==> src/rtl/fetch_stage_pkg.sv <==
// Shared definitions for the RV32i fetch stage: FSM state type, the
// bubble instruction, the default reset vector and a word-align helper.
package definitions;

    typedef enum logic [1:0] {
        IDLE  = 2'd0,
        BUSY  = 2'd1,
        HOLD  = 2'd2,
        DRAIN = 2'd3
    } fetch_state_t;

    // addi x0, x0, 0
    localparam logic [31:0] INSTR_NOP            = 32'h0000_0013;
    localparam logic [31:0] RESET_VECTOR_DEFAULT = 32'h0000_0000;

    // Clears the two low address bits so every fetch is word aligned.
    function automatic logic [31:0] word_align(input logic [31:0] addr);
        return addr & 32'hFFFF_FFFC;
    endfunction

endpackage

==> src/rtl/fetch_stage_if_id_register.sv <==
// IF/ID pipeline register. Priority: reset > bubble (redirect/flush) >
// hold (stall) > load of a fetched instruction > bubble. A bubble writes
// the NOP and clears valid but keeps the previous PC values.
module if_id_register
    import definitions::*;
(
    input  logic        i_clk,
    input  logic        i_rst,
    input  logic        i_bubble,
    input  logic        i_hold,
    input  logic        i_load,
    input  logic [31:0] i_instr,
    input  logic [31:0] i_pc,
    output logic [31:0] o_instr,
    output logic [31:0] o_pc,
    output logic [31:0] o_pc_plus_4,
    output logic        o_valid
);

    logic [31:0] r_instr;
    logic [31:0] r_pc;
    logic [31:0] r_pc_plus_4;
    logic        r_valid;

    // Pipeline register update: bubble, hold or load.
    always_ff @(posedge i_clk) begin
        if (i_rst) begin
            r_instr     <= INSTR_NOP;
            r_pc        <= 32'd0;
            r_pc_plus_4 <= 32'd0;
            r_valid     <= 1'b0;
        end else if (i_bubble) begin
            r_instr <= INSTR_NOP;
            r_valid <= 1'b0;
        end else if (!i_hold) begin
            if (i_load) begin
                r_instr     <= i_instr;
                r_pc        <= i_pc;
                r_pc_plus_4 <= i_pc + 32'd4;
                r_valid     <= 1'b1;
            end else begin
                r_instr <= INSTR_NOP;
                r_valid <= 1'b0;
            end
        end
    end

    assign o_instr     = r_instr;
    assign o_pc        = r_pc;
    assign o_pc_plus_4 = r_pc_plus_4;
    assign o_valid     = r_valid;

endmodule

==> src/rtl/fetch_stage.sv <==
// RV32i instruction fetch stage with a single outstanding request to a
// variable-latency instruction memory.
// Handshake: IMEM_Req/IMEM_Addr rise together and stay stable until the
// cycle in which IMEM_Req && IMEM_Ack, which completes the transfer; a
// redirect never alters an in-flight address (the reply is drained).
// Optional macro FETCH_PERF_EN adds Fetch_Count and Bubble_Count ports.
module fetch_stage
    import definitions::*;
#(
    parameter logic [31:0] RESET_VECTOR = RESET_VECTOR_DEFAULT
) (
    input  logic        CLK,
    input  logic        RST,
    input  logic        Stall_D,
    input  logic        Flush_D,
    input  logic        PC_Src_E,
    input  logic [31:0] PC_Target_E,
    output logic        IMEM_Req,
    output logic [31:0] IMEM_Addr,
    input  logic        IMEM_Ack,
    input  logic [31:0] IMEM_R_Data,
    output logic [31:0] Instr_D,
    output logic [31:0] PC_D,
    output logic [31:0] PC_Plus_4_D,
    output logic        Valid_D
`ifdef FETCH_PERF_EN
    ,
    output logic [31:0] Fetch_Count,
    output logic [31:0] Bubble_Count
`endif
);

    fetch_state_t r_state;
    fetch_state_t w_state_nxt;
    logic [31:0]  r_pc_f;
    logic [31:0]  w_pc_f_nxt;
    logic [31:0]  r_req_addr;
    logic [31:0]  w_req_addr_nxt;
    logic [31:0]  r_skid_instr;
    logic [31:0]  r_skid_pc;
    logic         r_discard;
    logic         w_discard_nxt;
    logic         w_start;
    logic         w_deliver;
    logic         w_skid_cap;
    logic [31:0]  w_deliver_instr;
    logic [31:0]  w_deliver_pc;
    logic [31:0]  w_target;
    logic         w_ifid_bubble;
    logic         w_ifid_load;

    assign w_target = word_align(PC_Target_E);

    // Next-state, next-PC and delivery decisions. Redirect and flush both
    // override a stall: the FSM moves on and IF/ID takes a bubble.
    always_comb begin
        w_state_nxt     = r_state;
        w_pc_f_nxt      = r_pc_f;
        w_discard_nxt   = r_discard;
        w_start         = 1'b0;
        w_deliver       = 1'b0;
        w_skid_cap      = 1'b0;
        w_deliver_instr = IMEM_R_Data;
        w_deliver_pc    = r_req_addr;

        if (PC_Src_E) begin
            w_pc_f_nxt = w_target;
        end

        case (r_state)
            IDLE: begin
                w_start = 1'b1;
            end
            BUSY: begin
                if (IMEM_Ack) begin
                    if (!PC_Src_E) begin
                        w_pc_f_nxt = r_req_addr + 32'd4;
                    end
                    if (PC_Src_E || Flush_D || !Stall_D) begin
                        w_start   = 1'b1;
                        w_deliver = !PC_Src_E && !Flush_D;
                    end else begin
                        w_skid_cap  = 1'b1;
                        w_state_nxt = HOLD;
                    end
                end else if (PC_Src_E) begin
                    w_state_nxt   = DRAIN;
                    w_discard_nxt = 1'b1;
                end
            end
            HOLD: begin
                w_deliver_instr = r_skid_instr;
                w_deliver_pc    = r_skid_pc;
                if (PC_Src_E || Flush_D || !Stall_D) begin
                    w_start   = 1'b1;
                    w_deliver = !PC_Src_E && !Flush_D;
                end
            end
            DRAIN: begin
                if (IMEM_Ack) begin
                    w_start       = 1'b1;
                    w_discard_nxt = 1'b0;
                end
            end
            default: begin
                w_state_nxt = IDLE;
            end
        endcase

        if (w_start) begin
            w_state_nxt = BUSY;
        end
        w_req_addr_nxt = w_start ? w_pc_f_nxt : r_req_addr;
    end

    // FSM, PC and request-address registers.
    always_ff @(posedge CLK) begin
        if (RST) begin
            r_state    <= IDLE;
            r_pc_f     <= RESET_VECTOR;
            r_req_addr <= RESET_VECTOR;
            r_discard  <= 1'b0;
        end else begin
            r_state    <= w_state_nxt;
            r_pc_f     <= w_pc_f_nxt;
            r_req_addr <= w_req_addr_nxt;
            r_discard  <= w_discard_nxt;
        end
    end

    // Skid register catches an instruction that arrives while decode stalls.
    always_ff @(posedge CLK) begin
        if (RST) begin
            r_skid_instr <= INSTR_NOP;
            r_skid_pc    <= 32'd0;
        end else if (w_skid_cap) begin
            r_skid_instr <= IMEM_R_Data;
            r_skid_pc    <= r_req_addr;
        end
    end

    assign IMEM_Req  = (r_state == BUSY) || (r_state == DRAIN);
    assign IMEM_Addr = r_req_addr;

    assign w_ifid_bubble = PC_Src_E || Flush_D;
    assign w_ifid_load   = w_deliver && !r_discard;

    if_id_register u_if_id (
        .i_clk       (CLK),
        .i_rst       (RST),
        .i_bubble    (w_ifid_bubble),
        .i_hold      (Stall_D),
        .i_load      (w_ifid_load),
        .i_instr     (w_deliver_instr),
        .i_pc        (w_deliver_pc),
        .o_instr     (Instr_D),
        .o_pc        (PC_D),
        .o_pc_plus_4 (PC_Plus_4_D),
        .o_valid     (Valid_D)
    );

`ifdef FETCH_PERF_EN
    logic [31:0] r_fetch_count;
    logic [31:0] r_bubble_count;

    // Count valid loads and bubble loads into IF/ID; held cycles count neither.
    always_ff @(posedge CLK) begin
        if (RST) begin
            r_fetch_count  <= 32'd0;
            r_bubble_count <= 32'd0;
        end else if (w_ifid_bubble || (!Stall_D && !w_ifid_load)) begin
            r_bubble_count <= r_bubble_count + 32'd1;
        end else if (!Stall_D) begin
            r_fetch_count <= r_fetch_count + 32'd1;
        end
    end

    assign Fetch_Count  = r_fetch_count;
    assign Bubble_Count = r_bubble_count;
`endif

endmodule

==> config.mk <==
export PLATFORM = sky130hd
export DESIGN_NAME = fetch_stage
export DESIGN_NICKNAME = d
export VERILOG_FILES = /design/src/rtl/fetch_stage_pkg.sv /design/src/rtl/fetch_stage_if_id_register.sv /design/src/rtl/fetch_stage.sv
export SDC_FILE = /design/constraint.sdc
export NUM_CORES = 1
export LEC_CHECK = 0
export CORE_ASPECT_RATIO = 0.8
export CORE_MARGIN = 5
export CORE_UTILIZATION = 35
export DETAILED_ROUTE_END_ITERATION = 6
export GPL_ROUTABILITY_DRIVEN = 0
export SYNTH_ARGS = -nofsm -noshare
export SYNTH_HDL_FRONTEND = slang
export SYNTH_HIERARCHICAL = 1
export SYNTH_SLANG_ARGS = --single-unit
==> constraint.sdc <==
create_clock -name CLK -period 4.6 [get_ports CLK]
set_input_delay 0.92 -clock CLK [delete_from_list [all_inputs] [get_ports CLK]]
set_output_delay 0.92 -clock CLK [all_outputs]
set_load 0.03 [all_outputs]
==> results.md <==
* Port bufs at 197
* GR Overflow Total at 0
* Io pins at 200
* Hold Crit Depth at 2
* Clock root buffer: clkbuf_16
* Clock transition at path regs at 0.06 ns
* ANT cells at 0
* First-pass iteration count of the detailed router at 5
* Number of global-route vias before repair at 8692
* Synth cell types at 59
* Unrepaired setup endpoints after global routing: no
* Hold_buf cts at 0
* Layout cells sized above 1 at 9.61%
* Setup TNS at 0 ns
* Final ANT Viol Nets at 0
* Critical path type: register to register
* DR vias/cell at 5.29
* Die H at 163 um
* # DRC at 0
* GR Util All Layers at 18.6%
* Status: complete, no violations
* Post-synth top area share at 44.0%
* Global-route wire length before repair at 50400 um
* Worst Setup End Kind: register
* Clk buf depth at 3
* TritonCTS clock tree: done
* Ys async rst share at 0%
* Final Max Slew Viols at 0
* Hold Crit Class: register to register
* Post-Synthesis Cells at 1259
* Die Wd at 202 um
* Clock sinks at 226
* Tcrit/Tclk final at 78.4%
* Count of final hold-check violations at 0
* Worst skew pair latency at 0.52 ns
* CP required at 5.02 ns
* PostCTS Resize Cnt at 0
* Syn_nets at 1335
* Seq cells post-synth at 226
* Nets at 1474
* # rows at 56
* Rel. slew slack at 24.2%
* Mapped Area at 10300 um^2
* Synth top cells by count: 255 x nand2_1, 226 x dfxtp_1, 124 x a21oi_1
* HPWL Detailed at 21600 um
* Syn Area/Cell at 8.17 um^2
* Leak at 4.36 nW
* PwrDens at 356 nW/um^2
* Number of setup buffers added after CTS at 0
* Peak VDD IR at 0.225 mV
* CP startpoint kind: register
* Count leader, synth: nand2_1
* Post-synth EDFFs at 0
* Via count at 9476
* Routed len/inst at 18.0 um
* DR iter-0 viols at 725
* R2r worst-path depth at 7
* Core area at 29100 um^2
* Initial Utilization at 35.3%
* Min cycle time layout at 3.60 ns
* Largest net degree at the start of global routing at 95
* Yosys top cell by area: dfxtp_1
* Routed WL at 32300 um
* Overall Power at 4.75 mW
* Dominant cells by area after synthesis: dfxtp_1 44%, nand2_1 9.3%, mux2_2 6.4%, a21oi_1 6.0%, nor2_1 3.9%
* Fmax at 277 MHz
* DIE AREA at 32900 um^2
* Final setup skew at 0.00870 ns
* Ys Warns at 6
* Worst Max-Slew Pin Slew at 1.13 ns
* CTS buffer count at 25
* Critical path peak fanout at 40
* Final setup viols at 0
* Synth Flop Type: dfxtp_1
* Antenna violations before repair at 0
* Sequential area share after synthesis at 44.0%
* H-tree depth at 1
* Area growth, synth to finish at 29.6%
* Max Cap Viol at 0
* Arr. time, crit path at 4.02 ns
==> through the flow <==
stage	util [%]	hold WS, ns	area, um^2	cells	setup slack [ns]
after floorplan	-	0.433	10300	1259	1.29
after global placement	42.9	0.438	12500	1748	1.15
after detailed placement	42.9	0.443	12500	1748	1.11
after CTS	45.7	0.452	13300	1792	1.08
after global routing	45.7	0.468	13300	1792	0.774
final	45.7	0.450	13300	1792	0.996
==> final timing paths <==
path / startpoint / end / slack, ns
setup / recovery: r_state[0]$_SDFFE_PP0P_ / u_if_id/o_pc_plus_4[29]$_SDFFE_PP0P_ / 1.0
hold / removal: r_skid_pc[0]$_SDFFE_PP0P_ / r_skid_pc[0]$_SDFFE_PP0P_ / 0.45
hold reg to reg: r_skid_pc[0]$_SDFFE_PP0P_ / r_skid_pc[0]$_SDFFE_PP0P_ / 0.45
setup reg to reg: r_state[0]$_SDFFE_PP0P_ / u_if_id/o_pc_plus_4[29]$_SDFFE_PP0P_ / 1.0
==> routing by layer <==
layer | track usage, % | vias up | routed length (um)
met2 | 27.0 | 272 | 13400
li1 | - | 4704 | -
met4 | 3.98 | 0 | 655
met5 | 0 | - | 0
met3 | 2.88 | 39 | 1710
met1 | 29.1 | 4461 | 16500
==> worst max-delay path: stages, from the launching register on <==
cell     delay, ns
dfxtp_1       0.38
inv_1         0.11
ha_4          0.32
o21ai_0       0.93
nand4_1       0.29
or4_1         0.81
o31a_1        0.37
nor4_1        0.27
==> logic make-up (layout without fill, tap and decap cells) <==
kind of cell,count (synthesis),count (layout),share of synthesized area [%]
and+or+nand+nor,490,490,21.2
AOI/OAI and AO/OA,314,314,19.4
DFF,226,226,44.0
buffers and inverters,124,280,4.78
muxes,63,63,6.84
xor gates and xnor gates,36,36,3.07
adders and majority gates,6,6,0.730
==> power by group <==
part / leakage [nW] / switching [mW] / total (mW) / internal, mW
combinational: 2.12 / 0.360 / 0.608 / 0.248
sequential: 1.83 / 0.0910 / 2.11 / 2.02
clock: 0.405 / 0.819 / 2.03 / 1.21
total: 4.36 / 1.27 / 4.75 / 3.48
==> layout make-up <==
cell class	instances	area (um^2)
multi-input combinational	909	5300
inverter	18	67.6
sequential	226	4520
tap	377	472
clock buffer	33	686
timing repair buffer	218	2150
clock inverter	11	133
fill	2928	15800
==> placed cells by master, fill, tap and decap left out, types with 16 or more instances in the layout <==
master and instances:
o21ai_0 40, xor2_1 16, clkbuf_16 25, nor2_1 108, a211oi_1 28, mux2_2 58, clkdlybuf4s50_1 195, a21oi_1 124
a22oi_1 33, xnor2_1 20, nand3_1 29, nand2_1 254, inv_1 18, buf_4 19, dfxtp_1 226
==> sequential cells by signal, summed over array words and instances (netlist names) <==
signal,count
r_skid_pc,32
r_state,2
r_skid_instr,32
r_pc_f,32
u_if_id/o_pc_plus_4,30
r_discard,1
IMEM_Addr,32
u_if_id/o_valid,1
u_if_id/o_instr,32
u_if_id/o_pc,32
Note: power is estimated with default switching activity, not from simulation.
